### config.mk
export PLATFORM = sky130hd
export DESIGN_NAME = mult_div_unit
export DESIGN_NICKNAME = d
export VERILOG_FILES = /design/src/rtl/mult_div_unit.sv
export SDC_FILE = /design/constraint.sdc
export NUM_CORES = 1
export LEC_CHECK = 0
export ABC_AREA = 1
export CAP_MARGIN = 30
export CORE_UTILIZATION = 38
export CTS_BUF_LIST = sky130_fd_sc_hd__clkbuf_4
export DETAILED_ROUTE_END_ITERATION = 16
export PLACE_DENSITY = 0.68
export SLEW_MARGIN = 10
export SYNTH_ARGS = -nofsm -noshare
export SYNTH_HDL_FRONTEND = slang
export SYNTH_SLANG_ARGS = --single-unit
### constraint.sdc
create_clock -name clk -period 3.15 [get_ports clk]
set_clock_uncertainty 0.05 [all_clocks]
set_input_delay 0.63 -clock clk [delete_from_list [all_inputs] [get_ports clk]]
set_output_delay 0.63 -clock clk [all_outputs]
set_load 0.01 [all_outputs]
### src/rtl/mult_div_unit.sv
// Iterative multiply/divide engine owning the HI/LO register pair.
// Signed operations run on operand magnitudes; the sign is applied in a
// final FIX cycle. Multiply is radix-2 shift-add, divide is restoring
// shift-subtract, one iteration per clock for WIDTH clocks.
module mult_div_unit #(
    parameter int WIDTH = 32,
    parameter int CNT_W = 6
) (
    input  logic             clk,
    input  logic             rst,
    input  logic             sig_start,
    input  logic [1:0]       sig_op,
    input  logic [WIDTH-1:0] src_a,
    input  logic [WIDTH-1:0] src_b,
    input  logic             sig_mt_hi,
    input  logic             sig_mt_lo,
    input  logic [WIDTH-1:0] mt_data,
    output logic             busy,
    output logic             done,
    output logic [WIDTH-1:0] hi_reg,
    output logic [WIDTH-1:0] lo_reg
);

    typedef enum logic [1:0] {
        IDLE = 2'd0,
        CALC = 2'd1,
        FIX  = 2'd2
    } state_t;

    state_t               state_q;
    logic [CNT_W-1:0]     cnt_q;
    logic [WIDTH-1:0]     b_q;
    logic [2*WIDTH-1:0]   acc_q;
    logic                 is_div_q;
    logic                 divz_q;
    logic                 neg_q;
    logic                 neg_r;
    logic                 done_q;
    logic [WIDTH-1:0]     hi_q;
    logic [WIDTH-1:0]     lo_q;

    // Operand decode at launch: sig_op[1] selects divide, sig_op[0] unsigned.
    logic                 op_div;
    logic                 op_signed;
    logic                 a_neg;
    logic                 b_neg;
    logic [WIDTH-1:0]     a_mag;
    logic [WIDTH-1:0]     b_mag;

    // One iteration of each algorithm plus the sign-fixed results.
    logic [WIDTH:0]       mul_sum;
    logic [WIDTH:0]       div_trial;
    logic [2*WIDTH-1:0]   acc_step;
    logic [2*WIDTH-1:0]   prod_fix;
    logic [WIDTH-1:0]     quo_fix;
    logic [WIDTH-1:0]     rem_fix;

    // Launch-time magnitudes and sign flags.
    always_comb begin
        op_div    = sig_op[1];
        op_signed = ~sig_op[0];
        a_neg     = op_signed & src_a[WIDTH-1];
        b_neg     = op_signed & src_b[WIDTH-1];
        a_mag     = a_neg ? (~src_a + 1'b1) : src_a;
        b_mag     = b_neg ? (~src_b + 1'b1) : src_b;
    end

    // Datapath for a single CALC iteration and the FIX-cycle sign correction.
    always_comb begin
        mul_sum   = {1'b0, acc_q[2*WIDTH-1:WIDTH]} + {1'b0, (acc_q[0] ? b_q : '0)};
        // Restoring divide: shifted partial remainder minus divisor; MSB set means borrow.
        div_trial = acc_q[2*WIDTH-1:WIDTH-1] - {1'b0, b_q};
        acc_step  = '0;
        if (is_div_q) begin
            if (!div_trial[WIDTH]) begin
                acc_step = {div_trial[WIDTH-1:0], acc_q[WIDTH-2:0], 1'b1};
            end else begin
                acc_step = {acc_q[2*WIDTH-2:WIDTH-1], acc_q[WIDTH-2:0], 1'b0};
            end
        end else begin
            acc_step = {mul_sum, acc_q[WIDTH-1:1]};
        end
        prod_fix = neg_q ? (~acc_q + 1'b1) : acc_q;
        quo_fix  = neg_q ? (~acc_q[WIDTH-1:0] + 1'b1) : acc_q[WIDTH-1:0];
        rem_fix  = neg_r ? (~acc_q[2*WIDTH-1:WIDTH] + 1'b1) : acc_q[2*WIDTH-1:WIDTH];
    end

    // Control FSM, iteration datapath and HI/LO ownership.
    always_ff @(posedge clk) begin
        if (rst) begin
            state_q  <= IDLE;
            cnt_q    <= '0;
            b_q      <= '0;
            acc_q    <= '0;
            is_div_q <= 1'b0;
            divz_q   <= 1'b0;
            neg_q    <= 1'b0;
            neg_r    <= 1'b0;
            done_q   <= 1'b0;
            hi_q     <= '0;
            lo_q     <= '0;
        end else begin
            done_q <= 1'b0;
            case (state_q)
                IDLE: begin
                    if (sig_start) begin
                        // Start wins over any MTHI/MTLO in the same cycle.
                        cnt_q    <= '0;
                        b_q      <= b_mag;
                        is_div_q <= op_div;
                        neg_q    <= a_neg ^ b_neg;
                        neg_r    <= a_neg;
                        if (op_div && (src_b == '0)) begin
                            // Divide by zero: result is fixed, skip the iterations.
                            divz_q  <= 1'b1;
                            acc_q   <= {src_a, {WIDTH{1'b1}}};
                            state_q <= FIX;
                        end else begin
                            divz_q  <= 1'b0;
                            acc_q   <= {{WIDTH{1'b0}}, a_mag};
                            state_q <= CALC;
                        end
                    end else begin
                        if (sig_mt_hi) hi_q <= mt_data;
                        if (sig_mt_lo) lo_q <= mt_data;
                    end
                end
                CALC: begin
                    acc_q <= acc_step;
                    cnt_q <= cnt_q + 1'b1;
                    if (cnt_q == CNT_W'(WIDTH - 1)) begin
                        state_q <= FIX;
                    end
                end
                FIX: begin
                    if (divz_q) begin
                        hi_q <= acc_q[2*WIDTH-1:WIDTH];
                        lo_q <= acc_q[WIDTH-1:0];
                    end else if (is_div_q) begin
                        hi_q <= rem_fix;
                        lo_q <= quo_fix;
                    end else begin
                        hi_q <= prod_fix[2*WIDTH-1:WIDTH];
                        lo_q <= prod_fix[WIDTH-1:0];
                    end
                    done_q  <= 1'b1;
                    state_q <= IDLE;
                end
                default: state_q <= IDLE;
            endcase
        end
    end

    assign busy   = (state_q != IDLE);
    assign done   = done_q;
    assign hi_reg = hi_q;
    assign lo_reg = lo_q;

endmodule

* Yosys cells after proc, flatten, opt, wreduce, memory -nomap -nowiden
Index checks and enable logic that the tools add are counted.
** Word-level totals
- Input bits :: 103
- Output and inout bits :: 66
- Word-level logic and storage cells :: 76
- Register bits after elaboration :: 173
** Operators by class
- Eq/ne operators :: 8
- Mux-type cells :: 29
- Bitwise gates (word level) :: 9
- Add/subtract/negate cells :: 8
- Reduce and logical (&&, ||, !) cells :: 11
** Operators with widths (count)
- two-way mux 32 bit :: 13
- two-way mux 64 bit :: 5
- adder 32 x 1 -> 32 bit, second input constant :: 4
- NOT 32 bit :: 4
- one-hot mux 32 bit (2 select lines) :: 2
- one-hot mux 64 bit (2 select lines) :: 1
- adder 64 x 1 -> 64 bit, second input constant :: 1
- NOT 64 bit :: 1
- adder 32 x 32 -> 33 bit :: 1
- subtractor 33 x 32 -> 33 bit :: 1
- zero test 32 bit :: 1
- one-hot mux 6 bit (2 select lines) :: 1
- != test 2 bit, second input constant :: 5
- adder 6 x 1 -> 6 bit, second input constant :: 1
- equality test 6 x 5 -> 1 bit, second input constant :: 1
- two-way mux 2 bit :: 3
- two-way mux 6 bit :: 1
- AND reduction 2 bit :: 3
- AND reduction 3 bit :: 2
- nonzero test 2 bit :: 3
- one-hot mux 2 bit (2 select lines) :: 1
- bitwise AND 1 bit :: 2
- equality test 2 x 1 -> 1 bit, second input constant :: 1
- equality test 2 bit, second input constant :: 1
- other kinds (5) :: 6

* Logic depth before layout (Yosys ltp)
Gate-level depths: netlist of the first run.
- Word-level depth :: 6
- Depth in mapped cells :: 21
- Depth with buffers taken out :: 20

* Worst setup path after synthesis of the first run
No wires, ideal clock.
- Kind :: register -> register
- From :: register acc_q[0]
- To :: register acc_q[53]
- Setup slack :: 0.719 ns
- Cell stages (with the launch flop) :: 22
- Required time :: 3.029 ns
- Library setup time :: 0.071 ns
- Arrival time :: 2.310 ns
- Path buffers :: 2
- Period minus slack after synthesis :: 2.431 ns
- Path through :: dfxtp_1 -> buf_2 -> clkbuf_1 -> nand2_1 -> inv_1 -> ha_1 -> fa_1 -> nand2_1 -> nand3_1 -> nand3_1 -> nand2_1 -> nand2_1 -> nand2_1 -> nand2_1 -> nand2_1 -> nand2_1 -> nand2_1 -> o21ai_0 -> inv_1 -> nand2_1 -> nand2_1 -> a21oi_1
** Between the ends
- Word-level cells in the longest chain between the ends :: 4
** Ends and longest elaborated chain
- from (decl) :: RTL line 33 : logic [2*WIDTH-1:0] acc_q;
- from (signal assigned) :: RTL line 116 : acc_q <= {src_a, {WIDTH{1'b1}}};
- from (signal assigned) :: RTL line 120 : acc_q <= {{WIDTH{1'b0}}, a_mag};
- from (signal assigned) :: RTL line 129 : acc_q <= acc_step;
- two-way mux 32 bit :: RTL line 70 : mul_sum = {1'b0, acc_q[2*WIDTH-1:WIDTH]} + {1'b0, (acc_q[0] ? b_q : '0)};
- adder 32 x 32 -> 33 bit :: RTL line 70
- two-way mux 64 bit :: RTL line 74 : if (is_div_q) begin
- one-hot mux 64 bit (2 select lines) :: RTL line 104 : case (state_q)
Every way passes these cells.
A chain may end at the register's enable or synchronous reset.

* Final worst setup path of the first run
- From :: register acc_q[0]
- To :: register acc_q[51]
Same word-level chain as after synthesis.

==> reports/qor.yml, run 1 <==
worstHoldStart: "rst"
ys_types: 55
crit_type: "flop to flop"
reg2reg_depth: 15
cts_setup_buffers: 0
tightest_slew_ps: 818.3
async_reset_ff_share_pct: 0
seqPwrFrac_pct: 32.4
synth_top_area_cell: "nand2_1"
vias: 21490
min_to: "done"
drtPass1Iterations: 9
post_drt_wl_per_cell_um: 18.73
syn_area_per_cell_um2: 5.504
path_cells: "buf_4, nand2_1, inv_1, ha_1, a21oi_1, nor2_1, nor2_1, nand3_1, nand2_1, nor2_1, o21ai_0, nand3_1, nand2_1, nand2_1, a21oi_1"
multiInputGateArea_um2: 11790
grt_use_total_pct: 31.03
grt_remaining_overflow: 0
crit_path_top_delay_cell: "dfxtp_1"
power_w: 0.008147
fmax_mhz: 343.8
synth_flop_cell: "dfxtp_1"
grt_pass1_wl_um: 113200
hold_viol_final: 0
fp.coreArea_um2: 45670
ys_seq_area_share_pct: 19.52
layout-drive-gt1-share_pct: 6.320
cp-end-kind: "flop"
maxCapViolCount: 0
post-place-ws_ps: 87.69
ios: 169
p_sw_share_pct: 49.16
cts_sinks: 173
switchingPower_w: 0.004005
netlist_instances: 3223
yosysWarnings: 0
powerDensity_nw_per_um2: 395.7
die_area_um2: 47550
ir_drop_mv: 0.2628
min_delay_path_depth: 2
p_clk_share_pct: 16.6
grt_antenna_before_repair: 2
rows: 78
grt_pass1_vias: 19141
grt_start_max_net_pins: 88
cts-root-buf: "clkbuf_4"
cp-start-kind: "flop"
final-seq-area_um2: 3465
period_minus_slack_ps: 2908
cts_tree: "done"
fillers: 5082
ant_nets: 0
largest_register_ffs: 64
io_buffers: 168
die_y_um: 218.1
hpwl_um: 60670
clock_latency_ps: 710
top_register: "acc_q"
crit_family: "simple AND/OR/NAND/NOR gates"
startpoint: "acc_q[0]"
cpMostUsedCell: "nand2_1"
initial_core_util_pct: 38.84
synth_top_area_share_pct: 21.45
die_w_um: 218.1
synth_commonest_cells: "nand2_1, inv_1, o21ai_0"
setup_ws_ps: 241.7
timing.rr.start: "acc_q[0]"
synth.most_common_cell: "nand2_1"
via_per_inst: 5.390
slowest_delay_ps: 530
syn_nets: 3397
ys_ff_latch: 173
leakagePower_nw: 10.37
relSlewSlack_pct: 45.39
comb_power_share_pct: 50.9
synth_area_leaders: "nand2_1, dfxtp_1, inv_1"
cts_resized: 0
drc: 0
arrival_ps: 3460
r2r_end: "acc_q[51]"
holdBufCountCts: 0
fin_crit_sh_pct: 92.33
intPower_w: 0.004142
rsz0062_at_grt: "false"
synth-edff-count: 0
path_buf_inv: 2
place_inst: 3954
final_nets: 3547
clkTransAtPathRegs_ps: 170
clockBufferDepth: 2
worstPathMaxFanout: 21
final_cells: 3987
cts_buffers: 17
place_congestion: 1.036
cts_max_level: 4
synthToLayoutAreaGrowth_pct: 16.07
status: "complete, no violations"
drt_iter0_drc: 2523
setup_tns_ps: 0
required_ps: 3710
min_path_type: "input pin to flop"
final-setup-viol-count: 0
final_max_slew_viol_count: 0
routed_wl_um: 74690
syn_area_um2: 17740
fin_util_pct: 45.08
rrSetupSlack_ps: 240
## worst register-to-register path, cell delays in order, from the launching register on
cell and delay [ps]:
dfxtp_1 530, buf_4 310, nand2_1 80, inv_1 60, ha_1 270, a21oi_1 240
nor2_1 60, nor2_1 220, nand3_1 250, nand2_1 160, nor2_1 60, o21ai_0 150
nand3_1 90, nand2_1 80, nand2_1 80, a21oi_1 160
## worst max path at each step
stage	to	slack [ps]	depth (start not counted)
6_report	acc_q[51]	240	15
2_1_floorplan	acc_q[53]	720	21
3_5_place_dp	acc_q[63]	90	12
5_1_grt	acc_q[51]	50	15
4_1_cts	acc_q[51]	340	15
3_3_place_gp	acc_q[52]	120	12
## power groups by stage
stage	combinational [W]	sequential, W	clock [W]
2_1_floorplan	0.00262	0.00262	0
3_3_place_gp	0.00404	0.00268	0
3_5_place_dp	0.00405	0.00268	0
4_1_cts	0.00406	0.00263	0.00137
5_1_grt	0.00456	0.00266	0.00145
6_report	0.00415	0.00264	0.00136
## area by class of cell
type	instances	share of cell area [%]
clock buffers	19	0.6927
inverters	527	9.607
repair buffers	249	11.34
clock inverters	13	0.6320
flip-flops and latches	173	16.83
multi-input cells	2405	57.25
well taps	600	3.646
diodes	1	0.01215
## cells in the final DEF, fill, tap and decap left out, types with 16 or more instances in the layout
| cell type | netlist | final |
|---|---|---|
| a21oi_1 | 264 | 264 |
| buf_4 | 3 | 77 |
| clkbuf_4 | 0 | 19 |
| clkdlybuf4s50_1 | 0 | 167 |
| dfxtp_1 | 173 | 172 |
| ha_1 | 69 | 69 |
| inv_1 | 505 | 503 |
| inv_2 | 20 | 22 |
| nand2_1 | 1014 | 1013 |
| nand3_1 | 192 | 192 |
| nand4_1 | 18 | 18 |
| nor2_1 | 257 | 255 |
| nor3_1 | 42 | 42 |
| o211ai_1 | 18 | 18 |
| o21ai_0 | 274 | 274 |
| o21ai_1 | 39 | 39 |
| o31ai_1 | 16 | 16 |
| xor2_1 | 50 | 50 |
## metal layers
metal	vias to the layer above	wire length (um)	global-route usage, %
li1	10580	-	-
met1	9727	33010	43.98
met2	1047	31550	46.84
met3	134	7507	5.537
met4	2	2606	10.37
met5	-	10	0
## cells by family (layout without fill, tap and decap cells)
group	after synthesis	count (layout)	synth area share [%]
buffers and inverters	645	808	14.13
and+or+nand+nor	1604	1604	37.91
other	0	1	0
DFF	173	173	19.52
AOI/OAI and AO/OA	669	669	20.33
xor gates and xnor gates	61	61	3.011
adders and majority gates	71	71	5.092
## stage by stage
stage	hold WS [ps]	area [um2]
after floorplan	386.4	17740
final	240.1	20590
after detailed placement	406.6	20320
after global placement	398.9	20320
after CTS	187.5	20590
after global routing	206.6	20590
Note: power is estimated with default switching activity, not from simulation.
==> inputs of run 2 (changes only) <==
Settings changed: ABC_CLOCK_PERIOD_IN_PS set to 3150, CORE_UTILIZATION 38 to 30, PLACE_DENSITY 0.68 to 0.58.
==> reports/qor.yml, run 2 (same netlist as run 1, synthesis figures left out) <==
status: "complete, no violations"  # unchanged
worstHoldStart: "rst"  # unchanged
top_register: "acc_q"  # unchanged
fp.coreArea_um2: 58030  # was 45,670 um2
required_ps: 3820  # was 3710 ps
startpoint: "acc_q[31]"  # was acc_q[0]
via_per_inst: 5.098  # was 5.390
cp-start-kind: "flop"  # unchanged
final_cell_mix: "nand2_1, inv_1, o21ai_0, a21oi_1, nor2_1"  # unchanged
powerDensity_nw_per_um2: 400.7  # was 395.7 nW/um2
clockBufferDepth: 2  # unchanged
min_path_type: "input pin to flop"  # unchanged
ios: 169  # unchanged
rsz0062_at_grt: "false"  # unchanged
leakagePower_nw: 10.43  # was 10.37 nW
cp-end-kind: "flop"  # unchanged
grt_remaining_overflow: 0  # unchanged
cts-root-buf: "clkbuf_4"  # unchanged
io_buffers: 168  # unchanged
arrival_ps: 3560  # was 3460 ps
fin_crit_sh_pct: 91.70  # was 92.33%
drc: 0  # unchanged
drt_iter0_drc: 2174  # was 2,523
cpMostUsedCell: "nand2_4"  # was nand2_1
initial_core_util_pct: 30.57  # was 38.84%
hold_viol_final: 0  # unchanged
grt_antenna_before_repair: 4  # was 2
post_drt_wl_per_cell_um: 18.80  # was 18.73 um
relSlewSlack_pct: 39.64  # was 45.39%
place_inst: 4125  # was 3,954
clock_latency_ps: 790  # was 710 ps
cts_setup_buffers: 0  # unchanged
timing.rr.start: "acc_q[31]"  # was acc_q[0]
fmax_mhz: 346.2  # was 343.8 MHz
drtPass1Iterations: 6  # was 9
clkTransAtPathRegs_ps: 190  # was 170 ps
rows: 88  # was 78
grt_start_max_net_pins: 88  # unchanged
setup_tns_ps: 0  # unchanged
hpwl_um: 63640  # was 60,670 um
fin_util_pct: 36.09  # was 45.08%
grt_use_total_pct: 25.90  # was 31.03%
final_cells: 4161  # was 3,987
crit_type: "flop to flop"  # unchanged
tightest_slew_ps: 905.4  # was 818.3 ps
holdWs_ps: 118.1  # was 240.1 ps
grt_pass1_wl_um: 118100  # was 113,200 um
final-setup-viol-count: 0  # unchanged
path_cells: "inv_1, ha_1, fa_1, inv_1, nand3_2, nand2_2, nand2_2, nand2_4, nand2_4, nand2_4, nand2_4, nand2_4, nand2_2, nand2_4, buf_12, nand2_1, nand2_1, nand2_1, nand2_1, nand2_1, a21oi_1"  # was buf_4, nand2_1, inv_1, ha_1, a21oi_1, nor2_1, nor2_1, nand3_1, nand2_1, nor2_1, o21ai_0, nand3_1, nand2_1, nand2_1, a21oi_1
crit_path_top_delay_cell: "dfxtp_1"  # unchanged
maxCapViolCount: 0  # unchanged
period_minus_slack_ps: 2889  # was 2908 ps
final_nets: 3553  # was 3,547
ir_drop_mv: 0.3392  # was 0.2628 mV
fillers: 6581  # was 5,082
grt_pass1_vias: 19275  # was 19,141
cts_buffers: 17  # unchanged
layout-drive-gt1-share_pct: 6.515  # was 6.320%
worstPathMaxFanout: 22  # was 21
cts_tree: "done"  # unchanged
routed_wl_um: 78230  # was 74,690 um
largest_register_ffs: 64  # unchanged
place_congestion: 1.001  # was 1.036
slowest_delay_ps: 460  # was 530 ps
final_max_slew_viol_count: 0  # unchanged
vias: 21212  # was 21,490
cts_max_level: 4  # unchanged
synthToLayoutAreaGrowth_pct: 18.03  # was 16.07%
mostFrequentLayoutCell: "nand2_1"  # unchanged
die_area_um2: 60110  # was 47,550 um2
die_y_um: 245.2  # was 218.1 um
cts_sinks: 173  # unchanged
die_w_um: 245.2  # was 218.1 um
ant_nets: 0  # unchanged
[run 2: timing repair]
action,4_1_cts,5_1_grt
setup endpoints to repair,0,5
hold endpoints to repair,0,0
hold buffers,0,0
resized for setup,0,1
[run 2: worst paths after layout]
kind                    end  slack (ps)  cells after the start
hold reg to reg    cnt_q[5]         420                      1
hold / removal         done         120                      2
setup / recovery  acc_q[57]         260                     21
setup reg to reg  acc_q[57]         260                     21
[run 2: layout make-up]
cell class / count / area (um2) / share of cell area, %
inverters: 527 / 1978 / 9.447
clock inverters: 15 / 195.2 / 0.9322
clock buffers: 17 / 127.6 / 0.6095
well taps: 765 / 957.2 / 4.571
multi-input cells: 2405 / 11790 / 56.30
diodes: 4 / 10.01 / 0.04780
repair buffers: 255 / 2417 / 11.54
flip-flops and latches: 173 / 3466 / 16.55
[run 2: critical path, delay by kind of cell (launching register included)]
kind | cells | cell delay (ps)
AND/OR/NAND/NOR | 15 | 1160
adder cells (fa/ha/maj) | 2 | 670
flip-flops | 1 | 460
buffers and inverters | 3 | 380
AO/OA/AOI/OAI | 1 | 120
[run 2: power breakdown]
| group | switching (W) | internal [W] | total (W) |
|---|---|---|---|
| sequential | 0.000261 | 0.00239 | 0.00265 |
| clock | 0.00109 | 0.000448 | 0.00154 |
| combinational | 0.00280 | 0.00141 | 0.00420 |
[run 2: metrics by stage]
stage,total power (W),setup WS (ps),area (um2)
after floorplan,0.005240,718.8,17740
after global placement,0.006819,32.07,20600
after detailed placement,0.006819,36.84,20600
after CTS,0.008370,263.0,20930
after global routing,0.008952,20.07,20940
final,0.008390,261.4,20940
[run 2: routing by layer]
metal | vias to the layer above | track usage, % | part of all wire (%)
met3 | 111 | 4.188 | 8.0
li1 | 10607 | - | -
met2 | 905 | 40.36 | 44
met5 | - | 0 | 0.035
met1 | 9585 | 36.21 | 45
met4 | 4 | 7.813 | 2.8
